==> src/rtl/ling_pkg.sv <==
// Shared types and sizing helpers for the sequential Ling pseudo-carry generator.
// Chunk count is N/W; the chunk index is at least one bit wide, even when W == N.
package ling_pkg;

  typedef enum logic [1:0] {
    IDLE = 2'd0,
    RUN  = 2'd1,
    DONE = 2'd2
  } state_t;

  function automatic int num_chunks(input int n, input int w);
    return n / w;
  endfunction

  function automatic int idx_width(input int n, input int w);
    int c;
    c = n / w;
    return (c > 1) ? $clog2(c) : 1;
  endfunction

endpackage

==> src/rtl/ling_hgen_seq_hchunk.sv <==
// One W-bit slice of the Ling recurrence, rippled combinationally from the incoming pseudo-carry.
// Zero latency; no handshake. The caller supplies t of the bit just below the slice.
module ling_hchunk #(
  parameter int W = 8
) (
  input  logic [W-1:0] g_chunk,
  input  logic [W-1:0] t_chunk,
  input  logic         hn_in,
  input  logic         t_prev,
  output logic [W-1:0] h_chunk,
  output logic         hn_out
);

  // w_t_ext[j] is t of the bit just below slice bit j.
  logic [W:0] w_t_ext;
  assign w_t_ext = {t_chunk, t_prev};

  always_comb begin
    logic v_h;
    h_chunk = '0;
    v_h     = hn_in;
    for (int j = 0; j < W; j++) begin
      h_chunk[j] = v_h;
      v_h        = g_chunk[j] | (w_t_ext[j] & v_h);
    end
    hn_out = v_h;
  end

endmodule

==> src/rtl/ling_hgen_seq.sv <==
// Sequential Ling pseudo-carry generator: resolves W bits of h per cycle, N/W cycles from accept to out_valid.
// Backpressure: h/p/g/cout are held in DONE until out_ready; in_ready is high only in IDLE.
module ling_hgen_seq
  import ling_pkg::*;
#(
  parameter int N = 64,
  parameter int W = 8
) (
  input  logic         clk,
  input  logic         rst_n,
  input  logic         in_valid,
  output logic         in_ready,
  input  logic [N-1:0] a,
  input  logic [N-1:0] b,
  input  logic         cin,
  output logic         out_valid,
  input  logic         out_ready,
  output logic [N-1:0] h,
  output logic [N-1:0] p,
  output logic [N-1:0] g,
  output logic         cout
);

  localparam int NC = num_chunks(N, W);
  localparam int IW = idx_width(N, W);

  generate
    if ((W < 1) || (N % W != 0)) begin : g_bad_cfg
      $error("ling_hgen_seq: N must be a positive multiple of W");
    end
  endgenerate

  state_t        r_state;
  state_t        w_state_nxt;
  logic [IW-1:0] r_idx;
  logic [N-1:0]  r_h;
  logic [N-1:0]  r_p;
  logic [N-1:0]  r_g;
  logic          r_cout;
  logic          r_hn;
  logic          r_tlast;

  logic [N-1:0]  w_t;
  logic [31:0]   w_base;
  logic          w_last;
  logic [W-1:0]  w_g_chunk;
  logic [W-1:0]  w_t_chunk;
  logic [W-1:0]  w_h_chunk;
  logic          w_hn_out;

  assign w_t       = r_p | r_g;
  assign w_base    = 32'(r_idx) * 32'(W);
  assign w_last    = (r_idx == IW'(NC - 1));
  assign w_g_chunk = r_g[w_base +: W];
  assign w_t_chunk = w_t[w_base +: W];

  ling_hchunk #(.W(W)) u_hchunk (
    .g_chunk (w_g_chunk),
    .t_chunk (w_t_chunk),
    .hn_in   (r_hn),
    .t_prev  (r_tlast),
    .h_chunk (w_h_chunk),
    .hn_out  (w_hn_out)
  );

  always_ff @(posedge clk or negedge rst_n) begin
    if (!rst_n) r_state <= IDLE;
    else        r_state <= w_state_nxt;
  end

  always_comb begin
    w_state_nxt = r_state;
    in_ready    = 1'b0;
    out_valid   = 1'b0;
    case (r_state)
      IDLE: begin
        in_ready = 1'b1;
        if (in_valid) w_state_nxt = RUN;
      end
      RUN: begin
        if (w_last) w_state_nxt = DONE;
      end
      DONE: begin
        out_valid = 1'b1;
        if (out_ready) w_state_nxt = IDLE;
      end
      default: w_state_nxt = IDLE;
    endcase
  end

  always_ff @(posedge clk or negedge rst_n) begin
    if (!rst_n) begin
      r_idx   <= '0;
      r_h     <= '0;
      r_p     <= '0;
      r_g     <= '0;
      r_cout  <= 1'b0;
      r_hn    <= 1'b0;
      r_tlast <= 1'b0;
    end else begin
      case (r_state)
        IDLE: begin
          if (in_valid) begin
            r_p     <= a ^ b;
            r_g     <= a & b;
            r_hn    <= cin;
            r_tlast <= 1'b1;
            r_idx   <= '0;
          end
        end
        RUN: begin
          r_h[w_base +: W] <= w_h_chunk;
          r_hn             <= w_hn_out;
          r_tlast          <= w_t[w_base + W - 1];
          if (w_last) begin
            // w_hn_out here is the pseudo-carry out of bit N-1.
            r_cout <= w_t[N-1] & w_hn_out;
            r_idx  <= '0;
          end else begin
            r_idx <= r_idx + 1'b1;
          end
        end
        default: ;
      endcase
    end
  end

  assign h    = r_h;
  assign p    = r_p;
  assign g    = r_g;
  assign cout = r_cout;

endmodule

==> config.mk <==
export PLATFORM = sky130hd
export DESIGN_NAME = ling_hgen_seq
export DESIGN_NICKNAME = d
export VERILOG_FILES = /design/src/rtl/ling_pkg.sv /design/src/rtl/ling_hgen_seq_hchunk.sv /design/src/rtl/ling_hgen_seq.sv
export SDC_FILE = /design/constraint.sdc
export NUM_CORES = 1
export LEC_CHECK = 0
export ABC_AREA = 1
export CAP_MARGIN = 25
export CORE_ASPECT_RATIO = 1.4
export CORE_MARGIN = 2
export CORE_UTILIZATION = 42
export DETAILED_ROUTE_END_ITERATION = 10
export PLACE_DENSITY = 0.77
export SYNTH_ARGS = -nofsm -noshare
export SYNTH_HDL_FRONTEND = slang
export SYNTH_SLANG_ARGS = --single-unit
==> constraint.sdc <==
create_clock -name clk -period 2.7 [get_ports clk]
set_clock_uncertainty 0.15 [all_clocks]
set_input_delay 0.27 -clock clk [delete_from_list [all_inputs] [get_ports clk]]
set_output_delay 0.27 -clock clk [all_outputs]
set_load 0.01 [all_outputs]
==> metrics.md, run 1 <==
| Metric | Value |
|---|---|
| Status | `completed` |
| Adder-cell area share of the yosys netlist | `8.56%` |
| Clock net sink count | `200` |
| Crit-path slowest cell | `dfrtp_2` |
| Number of global-route vias before repair | `9038` |
| Ys async rst share | `100%` |
| Hold Path Class | `in -> async` |
| Internal power | `0.0103 W` |
| Classification of the worst setup path | `reg -> reg` |
| RSZ-0062 raised after global routing | `false` |
| Reg power frac | `31.3%` |
| Post-synth EDFFs | `0` |
| Crit. End Element | `flop` |
| Most used flip-flop cell after synthesis | `dfrtp_1` |
| Logic pwr share | `54.1%` |
| Top Family by Delay on Critical Path | `simple AND/OR/NAND/NOR gates` |
| Initial antenna violation count | `0` |
| Compound-Gate Fraction of Synth Area | `8.89%` |
| IO Port Bufs | `327` |
| Vias | `9152` |
| Synth top area cells | `dfrtp_1, nand2_1, ha_1` |
| DR pass1 iterations | `5` |
| WP depth | `16` |
| Post-Syn Area | `9940 sq um` |
| Slew Viols, Final | `0` |
| YS warnings | `0` |
| WP data required | `2.90 ns` |
| Initial DRC count | `597` |
| NumNets Final | `1676` |
| Most common cell on crit path | `nand2_4` |
| CTS tree | `built` |
| Crit start category | `flop` |
| Xor and xnor fraction of the mapped netlist area | `0%` |
| Synth area leader | `dfrtp_1` |
| GPL Wtd Cong | `0.865` |
| Initial Util | `42.8%` |
| Arr. time, crit path | `2.64 ns` |
| Remaining DRCs | `0` |
| Final period util | `90.3%` |
| Worst Path Buf+Inv | `2` |
| Simple logic cell fraction of the synthesized area | `26.3%` |
| Die Footprint | `24900 sq um` |
| Hpwl dp | `23100 um` |
| Netlist cell types | `43` |
| Fin crit period | `2.44 ns` |
| Mean cell area of the mapped netlist | `8.57 sq um` |
| Vias per inst | `5.10` |
| Fmax | `410 MHz` |
| Routed Antenna Nets | `0` |
| Maximum clock path buffer count | `2` |
| Layout cells sized above 1 | `8.88%` |
| Syn Nets | `1361` |
| Largest family of logic cells by synthesized area | `simple AND/OR/NAND/NOR gates` |
| Mux cell area share after synthesis | `0.680%` |
| Worst vdd ir | `559 uV` |
| Setup_tns | `0 ns` |
| Mapped Cells | `1160` |
| CTS Root Cell | `clkbuf_16` |
| Ant. Diodes | `0` |
| CP max stage delay | `0.43 ns` |
| Final Hold Viols | `0` |
| First-pass GRT wire length | `48300 um` |
| Final instance area | `14200 sq um` |
| TritonCTS Buffers | `17` |
| Setup violators final | `0` |
| CP max FO | `16` |
| Final wirelength | `30600 um` |
| Area of the core | `23200 sq um` |
| Switching power | `0.00769 W` |
| Rows | `66` |
| Post-synthesis sequential area ratio | `50.4%` |
| Power per standard cell area | `1270 nW/um^2` |
| Vert. Die Dim | `186 um` |
| FF+latch count, synth | `200` |
| Leak | `6.78 nW` |
| Slew @ Worst Pin | `0.540 ns` |
| DIE WIDTH | `134 um` |
| Top Ports | `328` |
| Routed len/inst | `17.1 um` |
| P&R area growth vs syn | `42.9%` |
| Max_slew headroom | `64.0%` |
| Synth top area share | `50.4%` |
| H-tree Lvls | `4` |
| CTS clk-pin slew, worst paths | `0.08 ns` |
| Gr usage total | `24.9%` |
| Dpl cell area | `13600 sq um` |
| Sw frac | `42.7%` |
| Total power | `0.0180 W` |
| R2R depth | `16` |
| Setup Buffers After CTS | `0` |
| Max Cap Viol | `0` |
| Clock latency on the worst-skew pair | `0.44 ns` |
| Clock network fraction of total power | `14.6%` |
| Largest net degree at the start of global routing | `109` |
| CP cell instances | `inv_2 > buf_4 > o21ai_1 > o221ai_1 > o21ai_1 > nand2_2 > nand2_4 > nand2_4 > nand2_4 > nand2_4 > nand2_4 > nand2_4 > nand2_4 > nand2_4 > nand3_2 > a21oi_1` |
| Gr ovfl total | `0` |
registers in the layout (all words and copies together), names as in the netlist:
signal	count
cout	1
g	64
h	64
p	64
r_hn	1
r_idx	3
r_state	2
r_tlast	1
layout make-up:
class / count / area, sq um
flip-flops and latches: 200 / 5010
clock inverters: 13 / 159
well taps: 306 / 383
multi-input cells: 847 / 4450
fillers: 1936 / 9000
clock buffers: 18 / 439
repair buffers: 351 / 3540
inverters: 58 / 224
worst register-to-register path, cell delays in order, from the launching register on:
cell,delay (ns)
dfrtp_2,0.43
inv_2,0.15
buf_4,0.26
o21ai_1,0.10
o221ai_1,0.18
o21ai_1,0.15
nand2_2,0.13
nand2_4,0.07
nand2_4,0.08
nand2_4,0.06
nand2_4,0.07
nand2_4,0.06
nand2_4,0.07
nand2_4,0.05
nand2_4,0.09
nand3_2,0.10
a21oi_1,0.17
power by group through the flow:
stage                     Clock, W  Sequential, W  Combinational [W]
final                      0.00263        0.00563            0.00974
after detailed placement         0        0.00564            0.00966
after global placement           0        0.00562            0.00950
after global routing       0.00279        0.00579             0.0107
after floorplan                  0        0.00591            0.00472
after CTS                  0.00267        0.00561            0.00974
kinds of logic (layout without fill, tap and decap cells):
group / after synthesis / after routing
and+or+nand+nor: 623 / 623
DFF: 200 / 200
AOI/OAI and AO/OA: 150 / 150
buffers and inverters: 113 / 440
adders and majority gates: 68 / 68
muxes: 6 / 6
timing repair:
item	in CTS	in global routing
hold buffers	1	0
endpoints found under the hold margin	55	0
gates resized for setup	0	3
endpoints found under the setup margin	0	3
worst paths after layout:
check | from | endpoint | slack, ns
max reg2reg | r_idx[1]$_DFFE_PN0P_ | h[23]$_DFFE_PN0P_ | 0.26
min | rst_n | p[2]$_DFFE_PN0P_ | 0.21
min reg2reg | h[57]$_DFFE_PN0P_ | h[57]$_DFFE_PN0P_ | 0.34
max | r_idx[1]$_DFFE_PN0P_ | h[23]$_DFFE_PN0P_ | 0.26
max in group asynchronous | rst_n | r_idx[1]$_DFFE_PN0P_ | 1.41
min in group clk | out_ready | r_state[1]$_DFFE_PN0P_ | 0.30
cell usage after synthesis, types with 2 or more instances:
cell        n
or2_1       2
nand2_4     7
o21ai_1    13
nand2_1   438
nand3_1    38
nand2_2    10
a211oi_1    2
or2_2      27
buf_6       5
inv_2       3
nor2_2      6
nor3_1      8
inv_1      53
o221ai_1   12
buf_4       6
a21oi_2     3
mux2_2      6
o211ai_1    2
a31oi_1     4
ha_1       68
o21ai_2     2
buf_2      13
buf_1       2
clkbuf_1   28
o21ai_0    58
o311ai_0    2
dfrtp_1   200
nand3_2     2
o22ai_1     5
nor2_1     81
o31ai_1     8
a21oi_1    35
routing by layer:
| layer | vias to the layer above | GRT usage, % | share of wire (%) |
|---|---|---|---|
| met4 | 0 | 10.7 | 3.5 |
| met2 | 353 | 43.2 | 51 |
| met3 | 68 | 3.89 | 5.5 |
| li1 | 4385 | - | - |
| met1 | 4346 | 31.0 | 40 |
| met5 | - | 0 | 0 |
stage by stage:
stage	setup slack, ns	hold WS, ns	std cells	util [%]
6_report	0.263	0.208	1793	61.2
5_1_grt	0.0126	0.239	1793	61.2
3_3_place_gp	0.278	0.141	1761	58.5
4_1_cts	0.192	0.228	1793	61.2
2_1_floorplan	0.0104	-0.176	1160	-
3_5_place_dp	0.244	0.132	1761	58.5
layout by cell type, fill, tap and decap left out, drive strengths merged, types with 2 or more instances in the layout:
cell type	netlist	routed
o221ai	12	12
o22ai	5	5
a31oi	5	5
clkinv	1	5
ha	68	68
nand2	455	455
a21oi	38	38
inv	57	63
a211oi	2	2
buf	27	23
clkdlybuf4s50	0	326
o311ai	2	2
bufinv	0	2
o21ai	73	73
mux2	6	6
nand3	41	41
clkbuf	28	19
nor2	87	87
or2	29	29
o211ai	2	2
nor3	9	9
o31ai	8	8
dfrtp	200	200
(Power assumes the default switching activity.)
==> run 2: changes to the inputs <==
CAP_MARGIN = 20   (was 25)
==> results of run 2 <==
No change in the layout: final DEF, timing and power equal those of run 1.
==> run 3: changes to the inputs <==
ABC_AREA = unset   (was 1)
PLACE_DENSITY = 0.78   (was 0.77)
SKIP_LAST_GASP = 1   (was unset)
==> run 3 against run 2 <==
  * The run now ends with negative setup slack left
  * Sequential power rose by 3.9%
  * Non-clock buffer count is 25 higher
  * Flip-flop and latch count did not move
  * Largest power group unchanged
==> metrics.md, run 3 <==
| Metric | Value |
|---|---|
| Status | `complete, but fails checks` |
| Failing checks | `negative setup slack` |
| Total power | `0.0181 W` |
| Remaining DRCs | `0` |
| Ant. Diodes | `0` |
| Hpwl dp | `25200 um` |
| Final Hold Viols | `0` |
| Vias per inst | `5.26` |
| TritonCTS Buffers | `17` |
| P&R area growth vs syn | `46.9%` |
| IO Port Bufs | `327` |
| Leak | `6.72 nW` |
| DR pass1 iterations | `5` |
| Power per standard cell area | `1280 nW/um^2` |
| Clock net sink count | `200` |
| Most common cell after layout, fill and taps aside | `nand2_1` |
| Synth top area cells | `dfrtp_1, nand2_1, ha_1` |
| DIE WIDTH | `132 um` |
| Largest net degree at the start of global routing | `82` |
| Rows | `65` |
| Initial Util | `42.8%` |
| FF+latch count, synth | `200` |
| Clock latency on the worst-skew pair | `0.44 ns` |
| Synth area leader | `dfrtp_1` |
| Die Footprint | `24300 sq um` |
| WP data required | `2.87 ns` |
| CTS tree | `built` |
| Setup_tns | `-0.00842 ns` |
| Routed len/inst | `19.5 um` |
| Max_slew headroom | `54.6%` |
| Max Cap Viol | `0` |
| FF-to-FF Start | `r_idx[0]$_DFFE_PN0P_` |
| Classification of the worst setup path | `reg -> reg` |
| RSZ-0062 raised after global routing | `true` |
| Initial DRC count | `524` |
| Syn Nets | `1218` |
| Hold path start | `out_ready` |
| Post-synth EDFFs | `0` |
| Hold Path Class | `in -> reg` |
| Arr. time, crit path | `2.88 ns` |
| CTS clk-pin slew, worst paths | `0.07 ns` |
| Critical Path Sink | `h[21]$_DFFE_PN0P_` |
| GPL Wtd Cong | `0.929` |
| Crit. End Element | `flop` |
| Vert. Die Dim | `184 um` |
| NumNets Final | `1560` |
| Layout fillers | `1890` |
| Post-synthesis sequential area ratio | `51.7%` |
| R2R depth | `10` |
| YS warnings | `0` |
| Maximum clock path buffer count | `2` |
| Slew Viols, Final | `0` |
| First-pass GRT wire length | `50100 um` |
| Worst hold path depth | `2` |
| Hold slack | `0.281 ns` |
| Reg-to-reg setup timing slack | `-0.007 ns` |
| Number of global-route vias before repair | `8697` |
| Setup violators final | `2` |
| Routed Antenna Nets | `0` |
| FF-to-FF End | `h[21]$_DFFE_PN0P_` |
| Ys async rst share | `100%` |
| Netlist cell types | `50` |
| Mean cell area of the mapped netlist | `9.52 sq um` |
| CP max FO | `8` |
| Final wirelength | `32500 um` |
| Area of the core | `22600 sq um` |
| Vias | `8797` |
| Gr usage total | `26.9%` |
| Slew @ Worst Pin | `0.680 ns` |
| Setup WS post-layout | `-0.00659 ns` |
| Fmax | `369 MHz` |
| Worst vdd ir | `631 uV` |
| Initial antenna violation count | `0` |
| Final period util | `100%` |
| Top-count cell post-synth | `nand2_1` |
| Top Ports | `328` |
| Layout cells sized above 1 | `11.2%` |
| Post-Syn Area | `9680 sq um` |
| Most used flip-flop cell after synthesis | `dfrtp_1` |
| Fin crit period | `2.71 ns` |
| Commonest cells after routing, fill and taps aside | `nand2_1, clkdlybuf4s50_1, dfrtp_1` |
| Crit start category | `flop` |
| H-tree Lvls | `4` |
| Setup crit start | `r_idx[0]$_DFFE_PN0P_` |
| Mapped Cells | `1017` |
| Synth top area share | `51.7%` |
| CTS Root Cell | `clkbuf_16` |
| Top cells by instance count after synthesis | `nand2_1, dfrtp_1, ha_1` |
| Gr ovfl total | `0` |
run 3: cell types whose count changed in the layout (fill, tap and decap cells not counted), moves of 18 or more:
cell,previous run,this run
inv_1,53,2
nor2_1,81,34
nand3_1,38,4
or2_2,27,0
buf_4,15,41
nor3_1,8,30
o21ai_0,58,36
mux2_2,6,27
a21oi_1,35,15
mux4_2,0,18
run 3: area by class of cell:
cell class | count | area, sq um | area share (%)
repair buffers | 376 | 3710 | 26.1
inverters | 4 | 15.0 | 0.106
flip-flops and latches | 200 | 5010 | 35.2
clock buffers | 19 | 443 | 3.11
well taps | 301 | 377 | 2.65
clock inverters | 11 | 121 | 0.853
multi-input cells | 760 | 4540 | 32.0
run 3: per-layer routing:
metal / global-route usage (%) / vias to the layer above / routed length [um]
li1: - / 4100 / -
met5: 0 / - / 0
met4: 9.29 / 0 / 959
met3: 5.13 / 58 / 1970
met1: 32.3 / 4265 / 12600
met2: 48.4 / 374 / 17000
run 3: worst min path at each step:
stage	slack [ns]	endpoint
after floorplan	-0.18	cout$_DFFE_PN0P_
after global placement	0.21	g[16]$_DFFE_PN0P_
after detailed placement	0.22	g[16]$_DFFE_PN0P_
after CTS	0.27	r_state[1]$_DFFE_PN0P_
after global routing	0.28	r_state[1]$_DFFE_PN0P_
final	0.28	r_state[1]$_DFFE_PN0P_
run 3: where the power goes:
group	internal, W	leakage, nW	switching, W
combinational	0.00491	3.87	0.00486
sequential	0.00433	2.57	0.00152
clock	0.00138	0.276	0.00114
run 3: cell families after synthesis:
logic type	after synthesis	share of synthesized area, %
DFF	200	51.7
AOI/OAI and AO/OA	97	6.88
buffers and inverters	57	2.43
adders and majority gates	68	8.79
and+or+nand+nor	545	22.4
muxes	50	7.85
run 3: worst max-delay path: stages, from the launching register on:
cell and delay [ns]:
dfrtp_4 0.53, buf_4 0.16, buf_4 0.15, o31a_1 0.32, nor3_2 0.14, o2111ai_2 0.18, o31a_1 0.19, a21oi_4 0.30
buf_6 0.15, nor3_1 0.05, mux2_2 0.26
run 3: stage by stage:
step                cell area [sq um]  cells  utilization [%]  setup slack [ns]
finish                          14200   1671             62.9          -0.00659
global placement                13500   1631             59.6            0.0443
floorplan                        9680   1017                -            0.0346
CTS                             14100   1665             62.3          -0.00102
global route                    14200   1671             62.9           -0.0540
detailed placement              13500   1631             59.6           -0.0247
run 3: what timing repair did:
action | CTS | global route
setup endpoints to repair | 13 | 40
gates resized for setup | 3 | 19
endpoints found under the hold margin | 74 | 0
pin swaps | 0 | 5
hold buffers | 1 | 0
setup buffers | 3 | 6
==> variant (flow settings as in run 1) <==
The parameter `N` goes from 64 to 128.
--- a/src/rtl/ling_hgen_seq.sv
+++ b/src/rtl/ling_hgen_seq.sv
@@ -5,3 +5,3 @@
 #(
-  parameter int N = 64,
+  parameter int N = 128,
   parameter int W = 8
Interface: changed (5 resized); port bits go from 328 to 648. The function was not compared with the original's and may differ.
==> variant against run 1 <==
- the flow now finishes with violations (setup timing)
- synthesized cell count increased by 97%
- final cell count increased by 100%
- total power increased by 120%
- routed wire length increased to 2.7 times the old value
- synthesized area increased by 97%
- count of clock-buffer cells in the layout increased by 31
- non-clock buffer count increased by 433
- sequential cell count increased by 193
- first-iteration DRC count increased by 120%
- critical path depth increased by 3
- setup slack got worse by 0.42 ns
- final area increased by 110%
- critical path type unchanged
- critical endpoint is now h[110]
- largest power group unchanged
==> variant: results (changes against run 1) <==
- The flow ran to the end, but the final reports show violations.
- The checks that failed: setup timing.
- The worst setup margin was -0.159 ns (-0.422 ns).
- The total CTS buffers is 39 (+22).
- The clock network fraction of total power is 14.9% (+0.3 points).
- The detailed router's first-iteration violation count was 1302 (+120%).
- The port buffer count is 647 (+98%).
- The total number of yosys warnings came to 0 (unchanged).
- The number of setup violations in the final report is 64 (+64).
- The global routing usage summed across all routing layers came to 34.2% (+9.2 points).
- The async set-or-reset flop fraction in the synthesized netlist is 100% (unchanged).
- The area after detailed placement came to 27400 um2 (+100%).
- Sorting the synthesized cells by how often they occur yields nand2_1 (828), dfrtp_1 (393), nor2_1 (153).
- The clock latency of the later-clocked register in the worst-skew pair is 0.55 ns (+0.11 ns).
- The maximum cell stage delay along the critical path is 0.54 ns (+0.11 ns).
- The filler cell count is 3794 (+96%).
- The HPWL after detailed placement is 65600 um (+180%).
- The clock edge transition at the registers on the reported setup and hold paths is 0.07 ns.
- The routed wire length was 84100 um (+170%).
- The number of cells on the worst reg-to-reg path was 19 (+3).
- The critical path data arrival time is 3.17 ns (+0.53 ns).
- The last weighted congestion value of the routability-driven placer is 0.936 (+8.1%).
- The global-route wire length before repair is 122000 um (+150%).
- The maximum resistive drop on vdd is 0.000733 V (+31%).
- The number of nets produced by synthesis was 2684 (+97%).
- The maximum fanout along the worst path is 6 (-10).
- The type of the tightest min-delay check is in -> async.
- The maximum number of pins on one net before global-route repair is 187 (+72%).
- The leakage power of the design is 13.9 nW (+100%).
- Ranked by total cell area, the synthesized netlist is headed by dfrtp_1 (50%), nand2_1 (16%), ha_1 (8.5%).
- The slowest cell on the critical path is dfrtp_4.
- The share of post-route cells with drive strength above 1 is 13.5% (+4.6 points).
- The combinational group share of total power was 56.8% (+2.7 points).
- The detailed-route vias per instance is 5.36 (+5.0%).
- The final net count is 3397 (+100%).
- For this run, the leading register cell type out of synthesis is dfrtp_1.
- The kind of cell with the highest combined delay on the critical path is simple AND/OR/NAND/NOR gates.
- The library cell used as clock root buffer is clkbuf_16.
- The count of different cell masters after synthesis is 51 (+19%).
- The detailed-routing iteration count for the pre-antenna-repair pass is 6 (+1).
- The maximum buffer depth of the clock tree is 3 (+1).
- The number of antenna violations at the first check in global routing is 1 (+1).
- The transition time of the tightest slew-check pin is 1.02 ns (+0.485 ns).
- The maximum level of the CTS H-tree is 2 (-2).
- The switching part of the total was 44.5% (+1.8 points).
- The post-synthesis sequential area ratio is 50.3% (about the same).
- The minimum setup slack after placement is -0.131 ns (-0.374 ns).
variant: changes by cell type in the layout (fill, tap and decap cells not counted), moves of 20 or more:
cell / run 1 / this run
nand3_1: 38 / 77
clkdlybuf4s50_1: 326 / 646
ha_1: 66 / 132
nor2_1: 81 / 133
nand2_1: 437 / 808
inv_1: 53 / 118
a21oi_1: 35 / 55
buf_4: 15 / 100
dfrtp_1: 198 / 390
a21oi_2: 3 / 46
clkbuf_16: 17 / 43
o21ai_0: 58 / 138
variant: final cells by class:
| type | instances | area [um2] | share of cell area [%] |
|---|---|---|---|
| clock inverters | 21 | 299 | 1.01 |
| repair buffers | 784 | 7870 | 26.6 |
| inverters | 145 | 576 | 1.95 |
| multi-input cells | 1640 | 9100 | 30.8 |
| diodes | 2 | 5.00 | 0.0169 |
| well taps | 617 | 772 | 2.61 |
| clock buffers | 49 | 1120 | 3.77 |
| flip-flops and latches | 393 | 9840 | 33.3 |
variant: through the flow:
step | TNS (ns) | total power, W | std cells | hold WS [ns]
4_1_cts | -1.44 | 0.0389 | 3636 | 0.123
3_5_place_dp | -3.32 | 0.0322 | 3556 | 0.138
6_report | -5.06 | 0.0403 | 3651 | 0.141
5_1_grt | -16.25 | 0.0424 | 3650 | 0.133
3_3_place_gp | -1.00 | 0.0319 | 3556 | 0.134
2_1_floorplan | 0 | 0.0204 | 2290 | -0.176
variant: routing by layer:
layer	up-vias	track usage [%]	share of wire, %
met2	976	62.1	52
li1	8900	-	-
met1	9430	36.6	34
met4	0	21.0	7.1
met5	-	0	0
met3	255	5.75	7.0
variant: path summary, 6_finish.rpt:
path | from | slack, ns | endpoint
min | rst_n | 0.14 | p[39]
min reg2reg | h[81] | 0.32 | h[81]
max in group asynchronous | rst_n | 1.34 | h[11]
min in group clk | out_ready | 0.14 | r_state[1]
max reg2reg | r_idx[0] | -0.16 | h[110]
max | r_idx[0] | -0.16 | h[110]
variant: kinds of logic (layout without fill, tap and decap cells):
kind of cell               Yosys count  in the layout  synth area share [%]
xor gates and xnor gates             1              1                0.0833
DFF                                393            393                  50.3
adders and majority gates          133            133                  8.52
and+or+nand+nor                   1155           1155                  24.6
muxes                                4              4                 0.218
other                                0              2                     0
AOI/OAI and AO/OA                  347            347                  10.4
buffers and inverters              257            999                  5.82
variant: repair_timing:
action	in CTS	in global routing
endpoints found under the setup margin	61	121
cloned	0	4
hold endpoints to repair	76	0
resized for setup	40	114
pin swaps	15	26
setup buffers	9	10
hold buffers	1	0
variant: worst reg2reg max path, delay by kind of cell, from the launching register on:
family                 cells  cell delay (ns)
and+or+nand+nor           14             1.23
DFF                        1             0.54
AOI/OAI and AO/OA          3             0.54
buffers and inverters      2             0.30
